$ cat src/rtl/uart_recv_if.sv
// Received-byte bus from the UART receiver to its consumer.
interface uart_recv_if;
  logic       din_vld;
  logic [7:0] din_data;
  logic       frame_err;

  modport master (output din_vld, din_data, frame_err);
  modport slave  (input  din_vld, din_data, frame_err);
endinterface

$ cat src/rtl/uart_recv.sv
// 8N1 UART receiver: start-bit centre search, eight LSB-first data samples,
// stop-bit check, then a one-cycle valid or framing-error pulse.
module uart_recv #(
  parameter int unsigned FULL_T = 867,
  parameter int unsigned HALF_T = 433
) (
  input  logic       clk,
  input  logic       rst,
  input  logic       din,
  uart_recv_if.master rx
);

  localparam int unsigned DIV_W  = 10;
  localparam int unsigned BIT_W  = 4;
  localparam int unsigned DATA_W = 8;

  typedef enum logic [2:0] {
    S_IDLE,
    S_START,
    S_DATA,
    S_STOP,
    S_BREAK
  } state_e;

  logic              sync1_q, sync2_q;
  logic              rxd_s;
  state_e            state_q, state_d;
  logic [DIV_W-1:0]  div_cnt_q, div_cnt_d;
  logic [BIT_W-1:0]  bit_cnt_q, bit_cnt_d;
  logic [DATA_W-1:0] shift_q, shift_d;
  logic              din_vld_q, din_vld_d;
  logic [DATA_W-1:0] din_data_q, din_data_d;
  logic              frame_err_q, frame_err_d;
  logic              half_hit, full_hit;

  // Two-flop synchronizer; resets to the idle line level
  always_ff @(posedge clk or negedge rst) begin
    if (!rst) begin
      sync1_q <= 1'b1;
      sync2_q <= 1'b1;
    end else begin
      sync1_q <= din;
      sync2_q <= sync1_q;
    end
  end

  assign rxd_s    = sync2_q;
  assign half_hit = (div_cnt_q == DIV_W'(HALF_T));
  assign full_hit = (div_cnt_q == DIV_W'(FULL_T));

  always_ff @(posedge clk or negedge rst) begin
    if (!rst) begin
      state_q     <= S_IDLE;
      div_cnt_q   <= '0;
      bit_cnt_q   <= '0;
      shift_q     <= '0;
      din_vld_q   <= 1'b0;
      din_data_q  <= '0;
      frame_err_q <= 1'b0;
    end else begin
      state_q     <= state_d;
      div_cnt_q   <= div_cnt_d;
      bit_cnt_q   <= bit_cnt_d;
      shift_q     <= shift_d;
      din_vld_q   <= din_vld_d;
      din_data_q  <= din_data_d;
      frame_err_q <= frame_err_d;
    end
  end

  always_comb begin
    state_d     = state_q;
    div_cnt_d   = div_cnt_q + DIV_W'(1);
    bit_cnt_d   = bit_cnt_q;
    shift_d     = shift_q;
    din_vld_d   = 1'b0;
    din_data_d  = din_data_q;
    frame_err_d = 1'b0;

    unique case (state_q)
      S_IDLE: begin
        div_cnt_d = '0;
        if (!rxd_s) state_d = S_START;
      end
      S_START: begin
        if (half_hit) begin
          div_cnt_d = '0;
          bit_cnt_d = '0;
          state_d   = rxd_s ? S_IDLE : S_DATA;
        end
      end
      S_DATA: begin
        if (full_hit) begin
          div_cnt_d                  = '0;
          shift_d[bit_cnt_q[2:0]]    = rxd_s;
          bit_cnt_d                  = bit_cnt_q + BIT_W'(1);
          if (bit_cnt_q == BIT_W'(7)) state_d = S_STOP;
        end
      end
      S_STOP: begin
        // Leave at mid-stop so a back-to-back start edge is not missed
        if (full_hit) begin
          div_cnt_d = '0;
          if (rxd_s) begin
            din_vld_d  = 1'b1;
            din_data_d = shift_q;
            state_d    = S_IDLE;
          end else begin
            frame_err_d = 1'b1;
            state_d     = S_BREAK;
          end
        end
      end
      S_BREAK: begin
        div_cnt_d = '0;
        if (rxd_s) state_d = S_IDLE;
      end
      default: begin
        div_cnt_d = '0;
        state_d   = S_IDLE;
      end
    endcase

    if (state_d != state_q) div_cnt_d = '0;
  end

  assign rx.din_vld   = din_vld_q;
  assign rx.din_data  = din_data_q;
  assign rx.frame_err = frame_err_q;

endmodule

$ cat src/flat_wrapper.sv
// flat-port wrapper written by rule: the top's interface ports become plain ports
module uart_recv_flat 
#(
  parameter int unsigned FULL_T = 867,
  parameter int unsigned HALF_T = 433
)
  (clk, rst, din, rx_din_vld, rx_din_data, rx_frame_err);
  uart_recv_if rx_i ();
  input  logic clk;
  input  logic rst;
  input  logic din;
  output wire logic [$bits(rx_i.din_vld)-1:0] rx_din_vld;
  output wire logic [$bits(rx_i.din_data)-1:0] rx_din_data;
  output wire logic [$bits(rx_i.frame_err)-1:0] rx_frame_err;
  assign rx_din_vld = rx_i.din_vld;
  assign rx_din_data = rx_i.din_data;
  assign rx_frame_err = rx_i.frame_err;
  uart_recv #(.FULL_T(FULL_T), .HALF_T(HALF_T)) u_core (.clk(clk), .rst(rst), .din(din), .rx(rx_i));
endmodule
$ cat config.mk
export PLATFORM = sky130hd
export DESIGN_NAME = uart_recv_flat
export DESIGN_NICKNAME = d
export VERILOG_FILES = /design/src/rtl/uart_recv_if.sv /design/src/rtl/uart_recv.sv /design/src/flat_wrapper.sv
export SDC_FILE = /design/constraint.sdc
export NUM_CORES = 1
export LEC_CHECK = 0
export BUFFER_PORTS_ARGS = -buffer_cell sky130_fd_sc_hd__buf_2
export CAP_MARGIN = 15
export CORE_UTILIZATION = 40
export CTS_BUF_LIST = sky130_fd_sc_hd__clkbuf_16
export CTS_CLUSTER_SIZE = 8
export DETAILED_ROUTE_END_ITERATION = 10
export REMOVE_ABC_BUFFERS = 1
export SLEW_MARGIN = 5
export SYNTH_ARGS = -nofsm -noshare
export SYNTH_HDL_FRONTEND = slang
export SYNTH_SLANG_ARGS = --single-unit
$ cat constraint.sdc
create_clock -name clk -period 2.17 [get_ports clk]
set_clock_uncertainty 0.1 [all_clocks]
set_input_delay 0.434 -clock clk [delete_from_list [all_inputs] [get_ports clk]]
set_output_delay 0.434 -clock clk [all_outputs]
set_load 0.01 [all_outputs]
---- Yosys cells after proc, flatten, opt, wreduce, memory -nomap -nowiden ----
Index checks and enable logic that the tools add are counted.
operators by class
  add/sub/neg operators ................... 2
  multiply operators ...................... 0
  divide/modulo/power cells ............... 0
  order comparisons ....................... 2
  equality and inequality tests ........... 10
  shift operators ......................... 0
  multiplexer cells ....................... 25
  bitwise gates (word level) .............. 0
  reduce and logical (&&, ||, !) cells .... 7
operators with widths
  kind                   number
  $mux 10                3
  $mux 3                 7
  $pmux 10 s2            1
  $pmux 3 s5             1
  $add 10x1->10 const B  1
  $eq 10x10->1 const B   1
  $eq 10x9->1 const B    1
  $bwmux 8               1
  $mux 4                 2
  $pmux 4 s2             1
  $mux 1                 7
  $eq 3x2->1 const B     2
  $reduce_and 3->1       2
  $add 4x1->4 const B    1
  $eq 4x3->1 const B     1
  $lt 3x4->1 const B     1
  $ne 2x1->1 const B     2
  $demux 1 s3            1
  $eq 3x1->1 const B     1
  $eq 3x3->1 const B     1
  $ge 3x1->1 const B     1
  $logic_not 3->1        1
  $ne 3x3->1             1
  $mux 2                 1
  4 further kinds        4
word-level totals
  bits in registers ....................... 37
  latch bits .............................. 0
  bits in writable memories ............... 0
  bits in read-only memories .............. 0
  input bits .............................. 3
  output and inout bits ................... 10
  logic and storage cells ................. 55
  memories ................................ 0

---- Longest topological paths before layout ----
Gate-level depths: netlist (run 1).
  depth after elaboration ................. 6
  mapped depth ............................ 6
  mapped depth without buffers ............ 6

---- Worst setup path before layout (run 1) ----
No wires, ideal clock.
  kind .................................... register to register
  start ................................... register u_core.div_cnt_q[0]
  end ..................................... register u_core.din_data_q[0] (netlist: u_core.rx.din_data[0])
  library setup time ...................... 125 ps
  data arrival time ....................... 1662 ps
  data required time ...................... 1945 ps
  path slack .............................. 284 ps
  cell stages (with the launch flop) ...... 6
  path buffers ............................ 0
  clock period less this slack ............ 1886 ps
  cells stage by stage .................... dfrtp_1 -> ha_1 -> and4_2 -> nand3_2 -> nor3_4 -> mux2_2
on the way
  word-level cells in the longest chain between the ends .. 2
ends and longest elaborated chain
  what                        line             RTL
  from (decl)                 uart_recv.sv:28  logic [DIV_W-1:0] div_cnt_q, div_cnt_d;
  from (signal assigned)      uart_recv.sv:62  div_cnt_q <= div_cnt_d;
  $eq 10x10->1                uart_recv.sv:49  assign full_hit = (div_cnt_q == DIV_W'(FULL_T));
  $reduce_and 3->1 (no line)  --
  to (signal assigned)        uart_recv.sv:66  din_data_q <= din_data_d;
  to (decl)                   uart_recv.sv:32  logic [DATA_W-1:0] din_data_q, din_data_d;
Every way passes these cells.
A chain may end at the register's enable or synchronous reset.

---- Final worst setup path (run 1) ----
  start ................................... register u_core.div_cnt_q[0]
  end ..................................... register u_core.shift_q[1]
on the way
  word-level cells in the longest chain between the ends .. 2
ends and longest elaborated chain
  what                        line             RTL
  $eq 10x10->1                uart_recv.sv:49
  $reduce_and 2->1 (no line)  --
  to (signal assigned)        uart_recv.sv:64  shift_q <= shift_d;
  to (decl)                   uart_recv.sv:30  logic [DATA_W-1:0] shift_q, shift_d;
Every way passes these cells.

==> results of run 1 <==
==> synthesized netlist by cell type (all sizes together) (3+ instances only) <==
cell type	count
nor4b	4
nand4b	4
mux2	16
inv	3
xor2	6
clkbuf	3
nor3	5
nor3b	4
ha	3
buf	3
and4	3
xnor2	3
nand3	8
nor2	15
nand2	7
dfrtp	35
nand4	5
==> registers in the layout (all words and copies together) (netlist names) <==
register             flops
u_core.rx.frame_err      1
u_core.bit_cnt_q         4
u_core.rxd_s             1
u_core.div_cnt_q        10
u_core.rx.din_vld        1
u_core.rx.din_data       8
u_core.sync1_q           1
u_core.shift_q           8
u_core.state_q           3
==> metrics by stage <==
| step | utilization | std cells | hold slack [ps] |
|---|---|---|---|
| 3_5_place_dp | 0.457 | 202 | 259 |
| 4_1_cts | 0.491 | 210 | 157 |
| 3_3_place_gp | 0.457 | 202 | 248 |
| 6_report | 0.491 | 210 | 152 |
| 2_1_floorplan | - | 137 | 38.4 |
| 5_1_grt | 0.491 | 210 | 153 |
==> power by group through the flow <==
stage,Combinational [mW],Clock (mW),Sequential (mW)
after floorplan,0.00181,0,0.709
after global routing,0.0199,0.722,0.698
after CTS,0.0179,0.681,0.699
after global placement,0.0171,0,0.710
final,0.0162,0.670,0.699
after detailed placement,0.0177,0,0.711
==> metal layers <==
layer / part of all wire / vias to the layer above / wire length [um] / track usage
li1: - / 547 / - / -
met1: 0.50 / 564 / 1540 / 0.220
met2: 0.45 / 12 / 1390 / 0.229
met3: 0.027 / 5 / 82 / 0.0450
met4: 0.018 / 0 / 55 / 0.0859
met5: 0 / - / 0 / 0
==> logic make-up after synthesis <==
kind of cell / Yosys count / synth area share
AO/OA/AOI/OAI: 8 / 0.0389
XOR/XNOR: 9 / 0.0454
adder cells (fa/ha/maj): 3 / 0.0216
multiplexers: 16 / 0.104
flip-flops: 37 / 0.535
AND/OR/NAND/NOR: 61 / 0.235
buffers and inverters: 9 / 0.0209
==> layout make-up <==
cell class                 instances  area, sq um
clock inverter                     3         11.3
multi-input combinational         97          772
sequential                        37          928
fill                             379         2080
tap                               50         62.6
timing repair buffer              15         95.1
inverter                           3         11.3
clock buffer                       5          125
==> cell usage in the layout (no fill, tap or decap), types with 2 or more instances in the layout <==
cell and count:
dfrtp_1 35, mux2_2 16, nor2_1 15, buf_2 12
nand3_1 7, nand2_1 7, xor2_1 6, inv_1 5
clkbuf_16 5, nand4_1 4, nand4b_1 4, nor3_1 4
xnor2_1 3, ha_1 3, nor3b_1 2, and4_2 2
nor4b_1 2, a2bb2oi_1 2, nor4b_2 2, buf_4 2
dfstp_2 2
==> worst max path at each step <==
stage / cells past startpoint / start / endpoint / slack, ps
2_1_floorplan: 5 / u_core.div_cnt_q[0]$_DFF_PN0_ / u_core.rx.din_data[0]$_DFFE_PN0P_ / 280
3_3_place_gp: 5 / u_core.div_cnt_q[0]$_DFF_PN0_ / u_core.shift_q[1]$_DFFE_PN0P_ / 210
3_5_place_dp: 5 / u_core.div_cnt_q[0]$_DFF_PN0_ / u_core.shift_q[1]$_DFFE_PN0P_ / 160
4_1_cts: 5 / u_core.div_cnt_q[0]$_DFF_PN0_ / u_core.shift_q[1]$_DFFE_PN0P_ / 140
5_1_grt: 5 / u_core.div_cnt_q[0]$_DFF_PN0_ / u_core.shift_q[1]$_DFFE_PN0P_ / 8
6_report: 5 / u_core.div_cnt_q[0]$_DFF_PN0_ / u_core.shift_q[1]$_DFFE_PN0P_ / 170
==> impl_metrics.yaml, run 1 <==
synth:
  yosysTopAreaCell: "dfrtp_1"
  synth.yosys.warnings: 0
  synth.top_cell.area_share: 0.504
  async_flop_share: 1.00
  synth_area_leaders: "dfrtp_1 (50%), mux2_2 (10%), nor2_1 (3.2%)"
  syn_area_sq_um: 1740
  syn_area_per_cell_sq_um: 12.1
  synth-edff-count: 0
  synthFlopType: "dfrtp_1"
  synth_cell_types: 39
  yosysSeqAreaShare: 0.535
  syn_inst: 143
  ys_seq_elements: 37
critical_path:
  critPathCaptureType: "flop"
  startpoint_type: "flop"
  cp_slowest_stage_delay_ps: 400
  crit_required_ps: 2230
  r2r-start: "u_core.div_cnt_q[0]$_DFF_PN0_"
  arrival_ps: 2060
  critPathSlowestCell: "dfrtp_1"
  crit_buf_inv: 0
  reg2reg_depth: 5
  crit_chain: "ha_1 > and4_2 > nand4_2 > nor4b_2 > mux2_2"
  crit_type: "reg -> reg"
  crit_fanout: 8
  crit_family: "simple AND/OR/NAND/NOR gates"
  r2r_setup_slack_ps: 170
  reg2reg_to: "u_core.shift_q[1]$_DFFE_PN0P_"
finish:
  layout-drive-gt1-share: 0.313
  fin_area_sq_um: 2010
  area_growth_pct: 15.5
  diodes: 0
  fin_nets: 165
floorplan:
  core_region_area_sq_um: 4090
  rows: 23
  die_x_um: 67.9
  num_io_pins: 13
  die_y_um: 67.9
  start_util: 0.425
  fp.dieArea_sq_um: 4610
min_path:
  hold_path.class: "in -> async"
drt:
  vias: 1128
  first_pass_iters: 4
  drc: 0
  avgViaCountPerCell: 5.37
  routed_wl_um: 3060
  drtAntennaViolNets: 0
  drt-initial-drc-count: 64
  wl_per_cell_um: 14.6
global_routing:
  antenna_found_initial: 0
  grt_usage: 0.161
  grt_pass1_wl_um: 5280
  grt_pass1_vias: 1078
  grt_max_degree: 38
  overflow: 0
power_and_ir_drop:
  finalPower_mw: 1.39
  p_int_mw: 1.11
  p_switching_mw: 0.276
  combPwrFrac: 0.012
  leakage_nw: 0.954
  p_sw_frac: 0.199
  power_density_nw_per_um2: 691
  p_seq_frac: 0.504
  peakVddDrop_mv: 0.463
  p_clk_frac: 0.484
sta:
  setup_tns_ps: 0
  relSlewSlack: 0.455
  hold_violations: 0
  fin_crit_ps: 2000
  setup_slack_ps: 165
  worst_slew_pin_slew_ps: 818
  finalCritPeriodShare: 0.924
  fmax_mhz: 499
  setup_viol: 0
  final-max-slew-violation-count: 0
  rsz0062_at_grt: "no"
clocking:
  clk_path_buf_depth: 2
  cts_resized: 0
  cts_tree: "done"
  clock_sinks: 37
  cts_max_level: 2
  clk_pin_slew_worst_paths_ps: 60
  numCtsBuffers: 5
  insertion_delay_ps: 280
  root_buffer: "clkbuf_16"
  postCtsSetupBuffers: 0
  hold_buffers: 0
place:
  gp_congestion: 0.730
  pre_cts_ws_ps: 162
  port_buffers: 12
  dp_hpwl_um: 2020
  place_area_sq_um: 1870
status:
  status: "finished, final reports clean"
job:
  drv_cap: 0
No activity file was read; power rests on OpenSTA's default activity.
==> run 2: changes to the inputs <==
BUFFER_PORTS_ARGS = default   (was -buffer_cell sky130_fd_sc_hd__buf_2)
DONT_BUFFER_PORTS = 1   (was default)
==> run 2 against run 1 <==
Against the previous run:
- largest power group is now the clock network
- combinational power increased by 56%
- routed wire length is 3.4% lower
- design area grew 0.75%
- core utilization rose by 0.37 points
- worst hold slack got worse by 100 ps
- die area unchanged
- clock-buffer cell count unchanged
- sequential share of layout area shrank 0.34 points
- global-route usage down 0.82 points
- sequential power down 0.6%
- first-iteration DRC count is 6.3% lower
==> impl_metrics.yaml, run 2 (synthesis gave the netlist of run 1 again) <==
status:
  status: "finished, final reports clean"
finish:
  most-common-layout-cells: "dfrtp_1 (35), mux2_2 (16), nor2_1 (15)"
  largest_reg_flops: 10
  final_cells: 202
  mostFrequentLayoutCell: "dfrtp_1"
  diodes: 0
  layout-drive-gt1-share: 0.283
  fin_nets: 157
  fin_area_sq_um: 2020
  largest_register: "u_core.div_cnt_q"
  area_growth_pct: 16.4
  utilization: 0.494
floorplan:
  start_util: 0.425
  die_x_um: 67.9
  fp.dieArea_sq_um: 4610
  die_y_um: 67.9
  rows: 23
  num_io_pins: 13
  core_region_area_sq_um: 4090
sta:
  worst_slew_pin_slew_ps: 496
  hold_violations: 0
  setup_viol: 0
  fmax_mhz: 500
  fin_crit_ps: 2000
  final-max-slew-violation-count: 0
  setup_slack_ps: 171
  finalCritPeriodShare: 0.921
  relSlewSlack: 0.670
  setup_tns_ps: 0
  rsz0062_at_grt: "no"
job:
  drv_cap: 0
clocking:
  cts_max_level: 2
  clk_pin_slew_worst_paths_ps: 60
  cts_tree: "done"
  numCtsBuffers: 5
  clock_sinks: 37
  clk_path_buf_depth: 2
  root_buffer: "clkbuf_16"
  insertion_delay_ps: 280
global_routing:
  overflow: 0
  grt_pass1_vias: 1044
  antenna_found_initial: 0
  grt_max_degree: 38
  grt_pass1_wl_um: 5040
  grt_usage: 0.153
drt:
  drtAntennaViolNets: 0
  first_pass_iters: 4
  vias: 1094
  avgViaCountPerCell: 5.42
  routed_wl_um: 2960
  drt-initial-drc-count: 60
  drc: 0
  wl_per_cell_um: 14.6
critical_path:
  crit_required_ps: 2230
  crit_start: "u_core.div_cnt_q[0]$_DFF_PN0_"
  critPathCaptureType: "flop"
  crit_fanout: 8
  crit_buf_inv: 0
  startpoint_type: "flop"
  reg2reg_depth: 5
  r2r_setup_slack_ps: 170
  crit_family: "simple AND/OR/NAND/NOR gates"
  cp_slowest_stage_delay_ps: 410
  reg2reg_to: "u_core.shift_q[1]$_DFFE_PN0P_"
  crit_type: "reg -> reg"
  crit_chain: "ha_1 > and4_2 > nand4_2 > nor4b_2 > mux2_2"
  critPathSlowestCell: "dfrtp_1"
  arrival_ps: 2060
  r2r-start: "u_core.div_cnt_q[0]$_DFF_PN0_"
place:
  port_buffers: 0
  dp_cells: 192
  dp_hpwl_um: 1970
  pre_cts_ws_ps: 174
  gp_congestion: 0.798
  place_area_sq_um: 1820
min_path:
  holdCritStartpoint: "din"
  hold_path.class: "in -> reg"
  hold_path_end: "u_core.sync1_q$_DFF_PN1_"
  hold_depth: 0
power_and_ir_drop:
  leakage_nw: 0.916
  power_density_nw_per_um2: 753
  peakVddDrop_mv: 0.436
-- run 2: per-layer routing --
metal,vias up,GRT usage,wire [um]
met5,-,0,0
met4,0,0.0703,50
met3,5,0.0617,98
met2,18,0.205,1310
met1,537,0.212,1500
li1,534,-,-
-- run 2: layout make-up --
cell class / count / area (sq um)
repair buffers: 7 / 80.1
well taps: 50 / 62.6
flip-flops and latches: 37 / 928
inverters: 3 / 11.3
clock buffers: 5 / 125
fillers: 376 / 2070
multi-input cells: 97 / 772
clock inverters: 3 / 41.3
-- run 2: worst register-to-register path: cells and delay by family (launching register included) --
family / cells / cell delay [ps]
AND/OR/NAND/NOR: 3 / 810
flip-flops: 1 / 410
multiplexers: 1 / 360
adder cells (fa/ha/maj): 1 / 210
-- run 2: worst max-delay path by stage --
stage,endpoint,cells after the start
5_1_grt,u_core.shift_q[1]$_DFFE_PN0P_,5
2_1_floorplan,u_core.rx.din_data[0]$_DFFE_PN0P_,5
4_1_cts,u_core.shift_q[1]$_DFFE_PN0P_,5
3_5_place_dp,u_core.shift_q[1]$_DFFE_PN0P_,5
3_3_place_gp,u_core.shift_q[1]$_DFFE_PN0P_,5
6_report,u_core.shift_q[1]$_DFFE_PN0P_,5
-- run 2: power by group --
group | internal [mW] | total [mW] | switching (mW)
Sequential | 0.694 | 0.695 | 0.000980
Clock | 0.537 | 0.801 | 0.264
Combinational | 0.00710 | 0.0252 | 0.0181
Total | 1.24 | 1.52 | 0.283
-- run 2: repair_timing --
item | in CTS | in global routing
hold buffers | 2 | 0
gates resized for setup | 0 | 0
setup buffers | 0 | 0
hold endpoints to repair | 37 | 0
-- run 2: stage by stage --
| stage | hold slack (ps) | power, mW |
|---|---|---|
| 6_report | 51.6 | 1.52 |
| 5_1_grt | 37.6 | 1.58 |
| 3_3_place_gp | 39.5 | 0.714 |
| 4_1_cts | 46.0 | 1.54 |
| 3_5_place_dp | 39.9 | 0.714 |
| 2_1_floorplan | 38.4 | 0.710 |
==> run 3: changes to the inputs <==
HOLD_SLACK_MARGIN = 0.15   (was default)
==> run 3 against run 2 <==
Against the previous run:
- setup slack gained 2.8 ps
- final cell count grew 0.50%
- non-clock buffer count grew 1
- via count grew 0.27%
- core utilization grew 0.24 points
- first-iteration DRC count shrank 15%
- sequential share of layout area shrank 0.23 points
- die area is the same
- largest power group unchanged
==> impl_metrics.yaml, run 3 (synthesis gave the netlist of run 1 again) <==
floorplan:
  start_util: 0.425
  num_io_pins: 13
  die_x_um: 67.9
  core_region_area_sq_um: 4090
  rows: 23
  fp.dieArea_sq_um: 4610
  die_y_um: 67.9
global_routing:
  grt_max_degree: 38
  grt_pass1_wl_um: 5040
  grt_usage: 0.153
  overflow: 0
  grt_pass1_vias: 1044
  antenna_found_initial: 0
sta:
  rsz0062_at_grt: "no"
  worst_slew_pin_slew_ps: 496
  fmax_mhz: 501
  setup_tns_ps: 0
  final-max-slew-violation-count: 0
  relSlewSlack: 0.669
  finalCritPeriodShare: 0.920
  fin_crit_ps: 2000
  hold_ws_ps: 256
  hold_violations: 0
  setup_viol: 0
finish:
  fin_nets: 158
  largest_reg_flops: 10
  fin_area_sq_um: 2030
  most-common-layout-cells: "dfrtp_1 (35), mux2_2 (16), nor2_1 (15)"
  layout-drive-gt1-share: 0.281
  largest_register: "u_core.div_cnt_q"
  mostFrequentLayoutCell: "dfrtp_1"
  area_growth_pct: 16.9
  diodes: 0
clocking:
  clk_pin_slew_worst_paths_ps: 60
  clock_sinks: 37
  insertion_delay_ps: 280
  postCtsSetupBuffers: 0
  root_buffer: "clkbuf_16"
  cts_tree: "done"
  numCtsBuffers: 5
  cts_max_level: 2
  clk_path_buf_depth: 2
drt:
  drtAntennaViolNets: 0
  drt-initial-drc-count: 51
  wl_per_cell_um: 14.6
  first_pass_iters: 4
  vias: 1097
  drc: 0
  routed_wl_um: 2960
  avgViaCountPerCell: 5.40
power_and_ir_drop:
  finalPower_mw: 1.52
  leakage_nw: 0.920
  peakVddDrop_mv: 0.437
  power_density_nw_per_um2: 749
critical_path:
  cp_slowest_stage_delay_ps: 410
  reg2reg_depth: 5
  crit_type: "reg -> reg"
  crit_chain: "ha_1 > and4_2 > nand4_2 > nor4b_2 > mux2_2"
  crit_fanout: 8
  critPathCaptureType: "flop"
  startpoint_type: "flop"
  crit_required_ps: 2230
  arrival_ps: 2060
  r2r-start: "u_core.div_cnt_q[0]$_DFF_PN0_"
  reg2reg_to: "u_core.shift_q[1]$_DFFE_PN0P_"
  r2r_setup_slack_ps: 170
  critPathSlowestCell: "dfrtp_1"
place:
  gp_congestion: 0.798
  port_buffers: 0
  dp_hpwl_um: 1970
  place_area_sq_um: 1820
min_path:
  hold_depth: 0
  holdCritStartpoint: "u_core.sync1_q$_DFF_PN1_"
  hold_path.class: "reg -> reg"
  hold_path_end: "u_core.rxd_s$_DFF_PN1_"
status:
  status: "finished, final reports clean"
job:
  drv_cap: 0
[run 3: routing by layer]
layer	global-route usage	routed length (um)	part of all wire
met3	0.0617	86	0.029
met4	0.0703	50	0.017
met5	0	0	0
met2	0.205	1310	0.44
met1	0.212	1510	0.51
[run 3: final cells by class]
type,instances,area [sq um]
Clock buffer,5,125
Fill cell,375,2060
Sequential cell,37,928
Inverter,3,11.3
Timing Repair Buffer,8,90.1
Multi-Input combinational cell,97,772
Tap cell,50,62.6
Clock inverter,3,41.3
[run 3: what timing repair did]
item	in CTS	in global routing
gates resized for setup	0	0
setup endpoints to repair	0	0
endpoints found under the hold margin	38	0
hold buffers	3	0
[run 3: worst max-delay path by stage]
stage | startpoint | end | slack, ps | cells after the start
finish | u_core.div_cnt_q[0]$_DFF_PN0_ | u_core.shift_q[1]$_DFFE_PN0P_ | 170 | 5
global route | u_core.div_cnt_q[0]$_DFF_PN0_ | u_core.shift_q[1]$_DFFE_PN0P_ | 70 | 5
CTS | u_core.div_cnt_q[0]$_DFF_PN0_ | u_core.shift_q[1]$_DFFE_PN0P_ | 170 | 5
detailed placement | u_core.div_cnt_q[0]$_DFF_PN0_ | u_core.shift_q[1]$_DFFE_PN0P_ | 170 | 5
global placement | u_core.div_cnt_q[0]$_DFF_PN0_ | u_core.shift_q[1]$_DFFE_PN0P_ | 220 | 5
floorplan | u_core.div_cnt_q[0]$_DFF_PN0_ | u_core.rx.din_data[0]$_DFFE_PN0P_ | 280 | 5
[run 3: stage by stage]
step / instances / worst slack [ps] / util
2_1_floorplan: 137 / 284 / -
3_3_place_gp: 192 / 218 / 0.446
3_5_place_dp: 192 / 174 / 0.446
4_1_cts: 203 / 173 / 0.497
5_1_grt: 203 / 74.5 / 0.497
6_report: 203 / 174 / 0.497
[run 3: where the power goes]
part           switching (mW)  total (mW)  internal (mW)
Clock                   0.264       0.801          0.537
Combinational          0.0183      0.0266        0.00829
Sequential            0.00101       0.695          0.694
[run 3: worst max-delay path, delay by kind of cell, from the launching register on]
kind / cells / cell delay [ps]
adder cells (fa/ha/maj): 1 / 210
multiplexers: 1 / 360
AND/OR/NAND/NOR: 3 / 810
flip-flops: 1 / 410
